==> config.mk <==
export PLATFORM = sky130hd
export DESIGN_NAME = text_console_writer
export DESIGN_NICKNAME = d
export VERILOG_FILES = /design/src/rtl/text_console_writer.sv
export SDC_FILE = /design/constraint.sdc
export NUM_CORES = 1
export LEC_CHECK = 0
export CORE_ASPECT_RATIO = 0.7
export CORE_MARGIN = 3
export CORE_UTILIZATION = 52
export CTS_CLUSTER_SIZE = 24
export DETAILED_ROUTE_END_ITERATION = 16
export PLACE_DENSITY = 0.73
export SLEW_MARGIN = 20
export SYNTH_ARGS = -nofsm -noshare
export SYNTH_HDL_FRONTEND = slang
export SYNTH_SLANG_ARGS = --single-unit
==> constraint.sdc <==
create_clock -name clk -period 3.3 [get_ports clk]
set_input_delay 0.66 -clock clk [delete_from_list [all_inputs] [get_ports clk]]
set_output_delay 0.66 -clock clk [all_outputs]
set_load 0.05 [all_outputs]
==> src/rtl/text_console_writer.sv <==
// text_console_writer: character-stream front end for the text-mode video RAM.
// It accepts ASCII bytes over a valid/ready handshake and tracks a cursor. It
// issues single-cycle write commands to the RAM write port and handles the
// CR, LF, BS and FF (clear screen) control codes.
//
// Ports:
//   clk         system clock, rising edge
//   rstn        synchronous active-low reset
//   char_in     incoming character code
//   char_valid  char_in valid
//   char_ready  block can accept char_in this cycle
//   ram_we      video RAM write strobe
//   ram_addr    video RAM address (row*cols+col, modulo 2**addr_width)
//   ram_din     video RAM write data
//   cursor_col  current column, 0..cols-1
//   cursor_row  current row, 0..rows-1
//   busy        high while a clear-screen sequence runs
module text_console_writer #(
  parameter int unsigned cols       = 40,
  parameter int unsigned rows       = 30,
  parameter int unsigned addr_width = 11,
  parameter int unsigned data_width = 8,
  parameter logic [data_width-1:0] FILL_CHAR = data_width'(8'h20),
  parameter bit CLEAR_ON_RESET = 1'b1
) (
  input  logic                  clk,
  input  logic                  rstn,
  input  logic [data_width-1:0] char_in,
  input  logic                  char_valid,
  output logic                  char_ready,
  output logic                  ram_we,
  output logic [addr_width-1:0] ram_addr,
  output logic [data_width-1:0] ram_din,
  output logic [5:0]            cursor_col,
  output logic [4:0]            cursor_row,
  output logic                  busy
);

  // One extra bit so the clear counter can hold rows*cols == 2**addr_width.
  localparam int unsigned CntW = addr_width + 1;

  localparam logic [5:0]            LastCol = 6'(cols - 1);
  localparam logic [4:0]            LastRow = 5'(rows - 1);
  localparam logic [CntW-1:0]       Total   = CntW'(rows * cols);
  localparam logic [addr_width-1:0] ColsA   = addr_width'(cols);

  localparam logic [data_width-1:0] ChBs    = data_width'(8'h08);
  localparam logic [data_width-1:0] ChLf    = data_width'(8'h0A);
  localparam logic [data_width-1:0] ChFf    = data_width'(8'h0C);
  localparam logic [data_width-1:0] ChCr    = data_width'(8'h0D);
  localparam logic [data_width-1:0] ChSpace = data_width'(8'h20);
  localparam logic [data_width-1:0] ChTilde = data_width'(8'h7E);

  typedef enum logic [1:0] {StIdle, StWrite, StClear} state_e;

  state_e                state_q, state_d;
  logic [5:0]            col_q, col_d;
  logic [4:0]            row_q, row_d;
  // Running linear address, always equal to row_q*cols+col_q.
  logic [addr_width-1:0] lin_q, lin_d;
  // Next clear address to issue; reaching Total means the clear is done.
  logic [CntW-1:0]       clr_q, clr_d;
  logic                  we_q, we_d;
  logic [addr_width-1:0] addr_q, addr_d;
  logic [data_width-1:0] din_q, din_d;
  logic                  busy_q, busy_d;

  logic                  accept;
  logic [addr_width-1:0] col_ext;

  assign char_ready = rstn && (state_q == StIdle);
  assign accept     = char_valid && char_ready;
  assign col_ext    = addr_width'(col_q);

  always_comb begin
    state_d = state_q;
    col_d   = col_q;
    row_d   = row_q;
    lin_d   = lin_q;
    clr_d   = clr_q;
    we_d    = 1'b0;
    addr_d  = addr_q;
    din_d   = din_q;
    busy_d  = busy_q;

    unique case (state_q)
      StIdle: begin
        if (accept) begin
          if (char_in >= ChSpace && char_in <= ChTilde) begin
            state_d = StWrite;
            we_d    = 1'b1;
            addr_d  = lin_q;
            din_d   = char_in;
            if (col_q == LastCol) begin
              col_d = 6'd0;
              if (row_q == LastRow) begin
                row_d = 5'd0;
                lin_d = '0;
              end else begin
                row_d = row_q + 5'd1;
                lin_d = lin_q + addr_width'(1);
              end
            end else begin
              col_d = col_q + 6'd1;
              lin_d = lin_q + addr_width'(1);
            end
          end else begin
            case (char_in)
              ChCr: begin
                col_d = 6'd0;
                lin_d = lin_q - col_ext;
              end
              ChLf: begin
                col_d = 6'd0;
                if (row_q == LastRow) begin
                  row_d = 5'd0;
                  lin_d = '0;
                end else begin
                  row_d = row_q + 5'd1;
                  lin_d = lin_q - col_ext + ColsA;
                end
              end
              ChBs: begin
                // Backspace never backs up into the previous row.
                if (col_q != 6'd0) begin
                  state_d = StWrite;
                  col_d   = col_q - 6'd1;
                  lin_d   = lin_q - addr_width'(1);
                  we_d    = 1'b1;
                  addr_d  = lin_q - addr_width'(1);
                  din_d   = FILL_CHAR;
                end
              end
              ChFf: begin
                // Address 0 is issued on the accepting edge so the clear spans
                // exactly rows*cols busy cycles.
                state_d = StClear;
                we_d    = 1'b1;
                addr_d  = '0;
                din_d   = FILL_CHAR;
                busy_d  = 1'b1;
                clr_d   = CntW'(1);
              end
              default: ;
            endcase
          end
        end
      end
      StWrite: begin
        state_d = StIdle;
      end
      StClear: begin
        if (clr_q == Total) begin
          state_d = StIdle;
          busy_d  = 1'b0;
          col_d   = 6'd0;
          row_d   = 5'd0;
          lin_d   = '0;
        end else begin
          we_d   = 1'b1;
          addr_d = clr_q[addr_width-1:0];
          din_d  = FILL_CHAR;
          busy_d = 1'b1;
          clr_d  = clr_q + CntW'(1);
        end
      end
      default: begin
        state_d = StIdle;
      end
    endcase
  end

  always_ff @(posedge clk) begin
    if (!rstn) begin
      state_q <= CLEAR_ON_RESET ? StClear : StIdle;
      col_q   <= 6'd0;
      row_q   <= 5'd0;
      lin_q   <= '0;
      clr_q   <= '0;
      we_q    <= 1'b0;
      addr_q  <= '0;
      din_q   <= '0;
      busy_q  <= 1'b0;
    end else begin
      state_q <= state_d;
      col_q   <= col_d;
      row_q   <= row_d;
      lin_q   <= lin_d;
      clr_q   <= clr_d;
      we_q    <= we_d;
      addr_q  <= addr_d;
      din_q   <= din_d;
      busy_q  <= busy_d;
    end
  end

  assign ram_we     = we_q;
  assign ram_addr   = addr_q;
  assign ram_din    = din_q;
  assign cursor_col = col_q;
  assign cursor_row = row_q;
  assign busy       = busy_q;

endmodule

# Yosys cells after proc, flatten, opt, wreduce, memory -nomap -nowiden
# Cells that the tools add are included.
# Widths: inputs -> output; s select.
[word_totals] elab_cells=107 register_bits=57 latch_bits=0 mem_bits_ro=0 memories=0 ram_bits=0
[classes] n_mul=0 order_cmp=2 reduce_logical=14 muxes=55 n_bitwise=0 addsub=8 eq_ne=19 div=0 shifts=0
[op_table] operator="$mux 11" count=10
[op_table] operator="$pmux 11 s2" count=3
[op_table] operator="$mux 12" count=4
[op_table] operator="$pmux 11 s3" count=1
[op_table] operator="$eq 8x4->1 const B" count=4
[op_table] operator="$mux 8" count=4
[op_table] operator="$pmux 8 s2" count=2
[op_table] operator="$mux 5" count=6
[op_table] operator="$mux 6" count=5
[op_table] operator="$reduce_and 5->1" count=5
[op_table] operator="$pmux 12 s2" count=1
[op_table] operator="$pmux 6 s2" count=2
[op_table] operator="$add 12x1->12 const B" count=1
[op_table] operator="$eq 12x11->1 const B" count=1
[op_table] operator="$add 11x1->11 const B" count=1
[op_table] operator="$add 11x6->11 const B" count=1
[op_table] operator="$sub 11x1->11 const B" count=1
[op_table] operator="$sub 11x6->11" count=1
[op_table] operator="$pmux 5 s2" count=1
[op_table] operator="$ge 8x6->1 const B" count=1
[op_table] operator="$le 8x7->1 const B" count=1
[op_table] operator="$mux 2" count=4
[op_table] operator="$ne 2x2->1 const B" count=4
[op_table] operator="$pmux 2 s2" count=2
[op_table] operator="other kinds (21)" count=32

# Logic depth before layout (Yosys ltp)
[logic_depth] ltp_word=7 ltp_mapped=14 mapped_depth_nobuf=14

# Worst setup path before layout
# OpenSTA, ideal clock, no wires.
[synth_path] kind="register -> register" startpoint="register col_q[2], in the netlist cursor_col[2]" endpoint="register lin_q[9]" n_path_buf=1 slack_ns=0.047 t_arrival_ns=3.167 synth_period_minus_slack_ns=3.253 setup_ns=0.086 stages_incl_launch_ff=14 cell_sequence="dfxtp_1 > clkbuf_1 > inv_1 > ha_1 > nor2_1 > a21oi_1 > xnor2_1 > inv_1 > ha_1 > or4_1 > o211ai_1 > nor3_1 > a211o_1 > a211oi_1"
[synth_via] elab_chain_len=7 word_cells_on_any_way=12 cone_classes="add/sub (2); eq/ne (2); mux (6); reduce/logical (2)"
[synth_lines] item="start, declared" line="57" source="logic [5:0] col_q, col_d;"
[synth_lines] item="start signal, assigned" line="186" source="col_q <= col_d;"
[synth_lines] item="$sub 11x6->11" line="111, 120"
[synth_lines] item="$add 11x6->11" line="120" source="lin_d = lin_q - col_ext + ColsA;"
[synth_lines] item="$mux 11" line="115" source="if (row_q == LastRow) begin"
[synth_lines] item="$pmux 11 s3" line="108" source="case (char_in)"
[synth_lines] item="$mux 11" line="89" source="if (char_in >= ChSpace && char_in <= ChTilde) begin"
[synth_lines] item="$mux 11" line="88" source="if (accept) begin"
[synth_lines] item="$pmux 11 s2" line="86" source="unique case (state_q)"
[synth_lines] item="end signal, assigned" line="188" source="lin_q <= lin_d;"
[synth_lines] item="end, declared" line="60" source="logic [addr_width-1:0] lin_q, lin_d;"
# Several ways; a longest one is shown, not always the timed one. The select of a mux whose other input is x is not followed.
# A chain may end at the register's enable or synchronous reset.

# Worst setup path after layout
[layout_path] startpoint="register lin_q[0]" endpoint="register lin_q[7]"
[layout_via] elab_chain_len=7 word_cells_on_any_way=12 cone_classes="add/sub (4); mux (8)"
[layout_lines] item="$sub 11x6->11" line="111, 120"
[layout_lines] item="$add 11x6->11" line="120"
[layout_lines] item="$mux 11" line="115"
[layout_lines] item="$pmux 11 s3" line="108"
[layout_lines] item="$mux 11 (*)" line="89"
[layout_lines] item="$mux 11 (*)" line="88"
[layout_lines] item="$pmux 11 s2 (*)" line="86"
# Mark *: on every way between the ends. The rest lies on a longest branch, timed or not. The select of a mux whose other input is x is not followed.

==> flow_metrics.env <==
export IMPL_status="completed"
export IMPL_route_detailed_drc=0
export IMPL_synthCells=560
export IMPL_stdcell_count=717
export IMPL_cp_depth=14
export IMPL_hold_buffers=0
export IMPL_yosysUniqueCellTypes=72
export IMPL_final_nets=642
export IMPL_setup_slack_ns=0.152
export IMPL_crit_chain="inv_1, ha_1, fa_1, nand2b_1, a21oi_2, xnor2_1, inv_1, ha_1, or4_1, o211ai_1, buf_4, mux2i_1, o21ai_0, a21oi_1"
export IMPL_insertedDiodeCount=0
export IMPL_reg2reg_to="lin_q[7]"
export IMPL_crit_arrival_ns=3.42
export IMPL_worst_slew_pin_slew_ns=0.818
export IMPL_r2r_start="lin_q[0]"
export IMPL_start_kind="flip-flop"
export IMPL_grt_antenna_before_repair=0
export IMPL_startpoint="lin_q[0]"
export IMPL_die_h_um=81.2
export IMPL_min_path_type="reg2reg"
export IMPL_netlist_area_leader_share=0.272
export IMPL_r2r_cells=14
export IMPL_dp_cells=699
export IMPL_final_util=0.684
export IMPL_drtPass1Iterations=5
export IMPL_avgRoutedWirePerCell_um=17.2
export IMPL_clockRootBuffer="clkbuf_16"
export IMPL_port_buffers=43
export IMPL_hold_violations=0
export IMPL_clk_pin_slew_ns=0.05
export IMPL_cts_sinks=57
export IMPL_setup_violations_final=0
export IMPL_critPathTopFamily="adder cells"
export IMPL_vias=4490
export IMPL_cts_buffer_depth=2
export IMPL_critPathSlowestCell="or4_1"
export IMPL_cap_violations=0
export IMPL_dpl_cell_area_um2=4900
export IMPL_cts_buffers=9
export IMPL_fin_worst_skew_ns=0.00599
export IMPL_yosysTopAreaCell="dfxtp_1"
export IMPL_wl_mm=12.3
export IMPL_grt_pass1_vias=4032
export IMPL_syn_avg_cell_area_um2=7.50
export IMPL_power_density_nw_per_um2=411
export IMPL_ys_ff_latch=57
export IMPL_irDropWorstVdd_mv=0.348
export IMPL_ys_warn_count=0
export IMPL_leakagePower_nw=1.96
export IMPL_core_area_um2=7580
export IMPL_slew_viol_final=0
export IMPL_gp_congestion=0.940
export IMPL_dp_slack_ns=0.126
export IMPL_rrSetupSlack_ns=0.15
export IMPL_synth_nets=588
export IMPL_power_mw=2.13
export IMPL_end_kind="flip-flop"
export IMPL_synth_edf_count=0
export IMPL_critPathRequiredTime_ns=3.57
export IMPL_cts_tree="yes"
export IMPL_netlist_area_um2=4200
export IMPL_grt_max_degree=34
export IMPL_max_clock_freq_mhz=318
export IMPL_period_share=0.954
export IMPL_crit_fanout=4
export IMPL_drive_above_1_share=0.121
export IMPL_vias_per_cell=6.26
export IMPL_design_area_um2=5180
export IMPL_die_x_um=113
export IMPL_fin_crit_ns=3.15
export IMPL_synthToLayoutAreaGrowth_pct=23.3
export IMPL_initial_core_util=0.554
export IMPL_ys_seq_area_frac=0.272
export IMPL_num_io_pins=44
export IMPL_endpoint="lin_q[7]"
export IMPL_synth_async_reset_ratio=0
export IMPL_htree_levels=3
export IMPL_synth_area_leaders="dfxtp_1 (27%), nor2_1 (6.1%), a21oi_1 (5.7%)"
export IMPL_drtAntennaViolNets=0
export IMPL_finalHoldWorstSlack_ns=0.461
export IMPL_setup_tns_ns=0
export IMPL_grt_ovfl_total=0
export IMPL_drt_initial_drc_count=355
export IMPL_hpwlAfterDp_mm=8.98
export IMPL_max_stage_delay_ns=0.52
export IMPL_ys_flop_type="dfxtp_1"
export IMPL_fp_dieArea_um2=9210
export IMPL_crit_type="reg2reg"
export IMPL_grt_usage=0.274
export IMPL_rows=26
export IMPL_critPathBufInv=3
export IMPL_maxSlewHeadroom=0.454
export IMPL_grt_pass1_wl_mm=20.1
export IMPL_insertion_delay_ns=0.34
-- logic make-up (layout without fill, tap and decap cells) --
logic type      Yosys count  after routing  synth area share
xor+xnor                 33             33            0.0688
fa+ha+maj                17             17            0.0524
flops                    57             57             0.272
simple gates            232            232             0.284
compound gates          159            159             0.261
buf+inv                  59            118            0.0548
mux                       3              3           0.00744
-- tightest hold or removal path: stages (launching register included) --
cell and delay, ns:
dfxtp_1 0.31, nand2_1 0.05, a21oi_1 0.05
-- repair_timing --
| action | CTS | global route |
|---|---|---|
| endpoints found under the setup margin | 0 | 1 |
| resized for setup | 0 | 2 |
| endpoints found under the hold margin | 0 | 0 |
| setup buffers | 0 | 2 |
-- metal layers --
metal  share of wire  track usage  up-vias
met5               0            0        -
met4           0.011       0.0720        0
met3           0.078       0.0759       18
met2            0.42        0.411      179
met1            0.49        0.386     2116
li1                -            -     2177
-- state kept, by name, indices dropped and copies added, names as in the netlist --
| register | flops |
|---|---|
| state_q | 2 |
| ram_addr | 11 |
| cursor_row | 5 |
| cursor_col | 6 |
| ram_din | 8 |
| busy | 1 |
| ram_we | 1 |
| lin_q | 11 |
| clr_q | 12 |
-- power by group --
part | switching [mW] | internal (mW) | leakage (nW)
Clock | 0.338 | 0.501 | 0.128
Combinational | 0.342 | 0.191 | 1.37
Sequential | 0.0354 | 0.725 | 0.463
Total | 0.715 | 1.42 | 1.96
-- worst min-delay path by stage --
stage	start	slack [ns]	end	depth (start not counted)
after floorplan	clr_q[11]	0.45	clr_q[11]	2
after global placement	ram_addr[9]	0.44	ram_addr[9]	2
after detailed placement	ram_din[2]	0.45	ram_din[2]	2
after CTS	ram_din[0]	0.47	ram_din[0]	2
after global routing	ram_din[4]	0.49	ram_din[4]	2
final	ram_din[3]	0.46	ram_din[3]	2
-- cell usage after synthesis, drive strengths merged, types with 6 or more instances --
master / instances
inv: 19
ha: 16
nor4: 7
nor2: 68
a211oi: 8
o211ai: 9
and2: 7
buf: 11
a21oi: 49
nand4: 10
nor3: 22
o21ai: 29
xnor2: 16
dfxtp: 57
xor2: 17
or4: 6
clkbuf: 28
nand3: 29
and3: 8
nand2b: 8
a221oi: 9
nand2: 40
-- area by class of cell --
type	instances	area, um^2
clock buffers	10	229
clock inverters	6	35.0
fillers	663	2400
inverters	20	75.1
multi-input cells	444	2850
flip-flops and latches	57	1140
well taps	98	123
repair buffers	82	733
-- placed cells by master, fill, tap and decap left out, types with 8 or more instances in the layout --
cell type	instances
nor2_1	68
dfxtp_1	56
a21oi_1	47
clkdlybuf4s50_1	42
nand2_1	40
buf_4	39
nand3_1	29
o21ai_0	28
nor3_1	21
inv_1	19
xor2_1	17
xnor2_1	16
ha_1	16
nand4_1	10
a221oi_1	9
clkbuf_16	9
nand2b_1	8
Note: power is estimated with default switching activity, not from simulation.
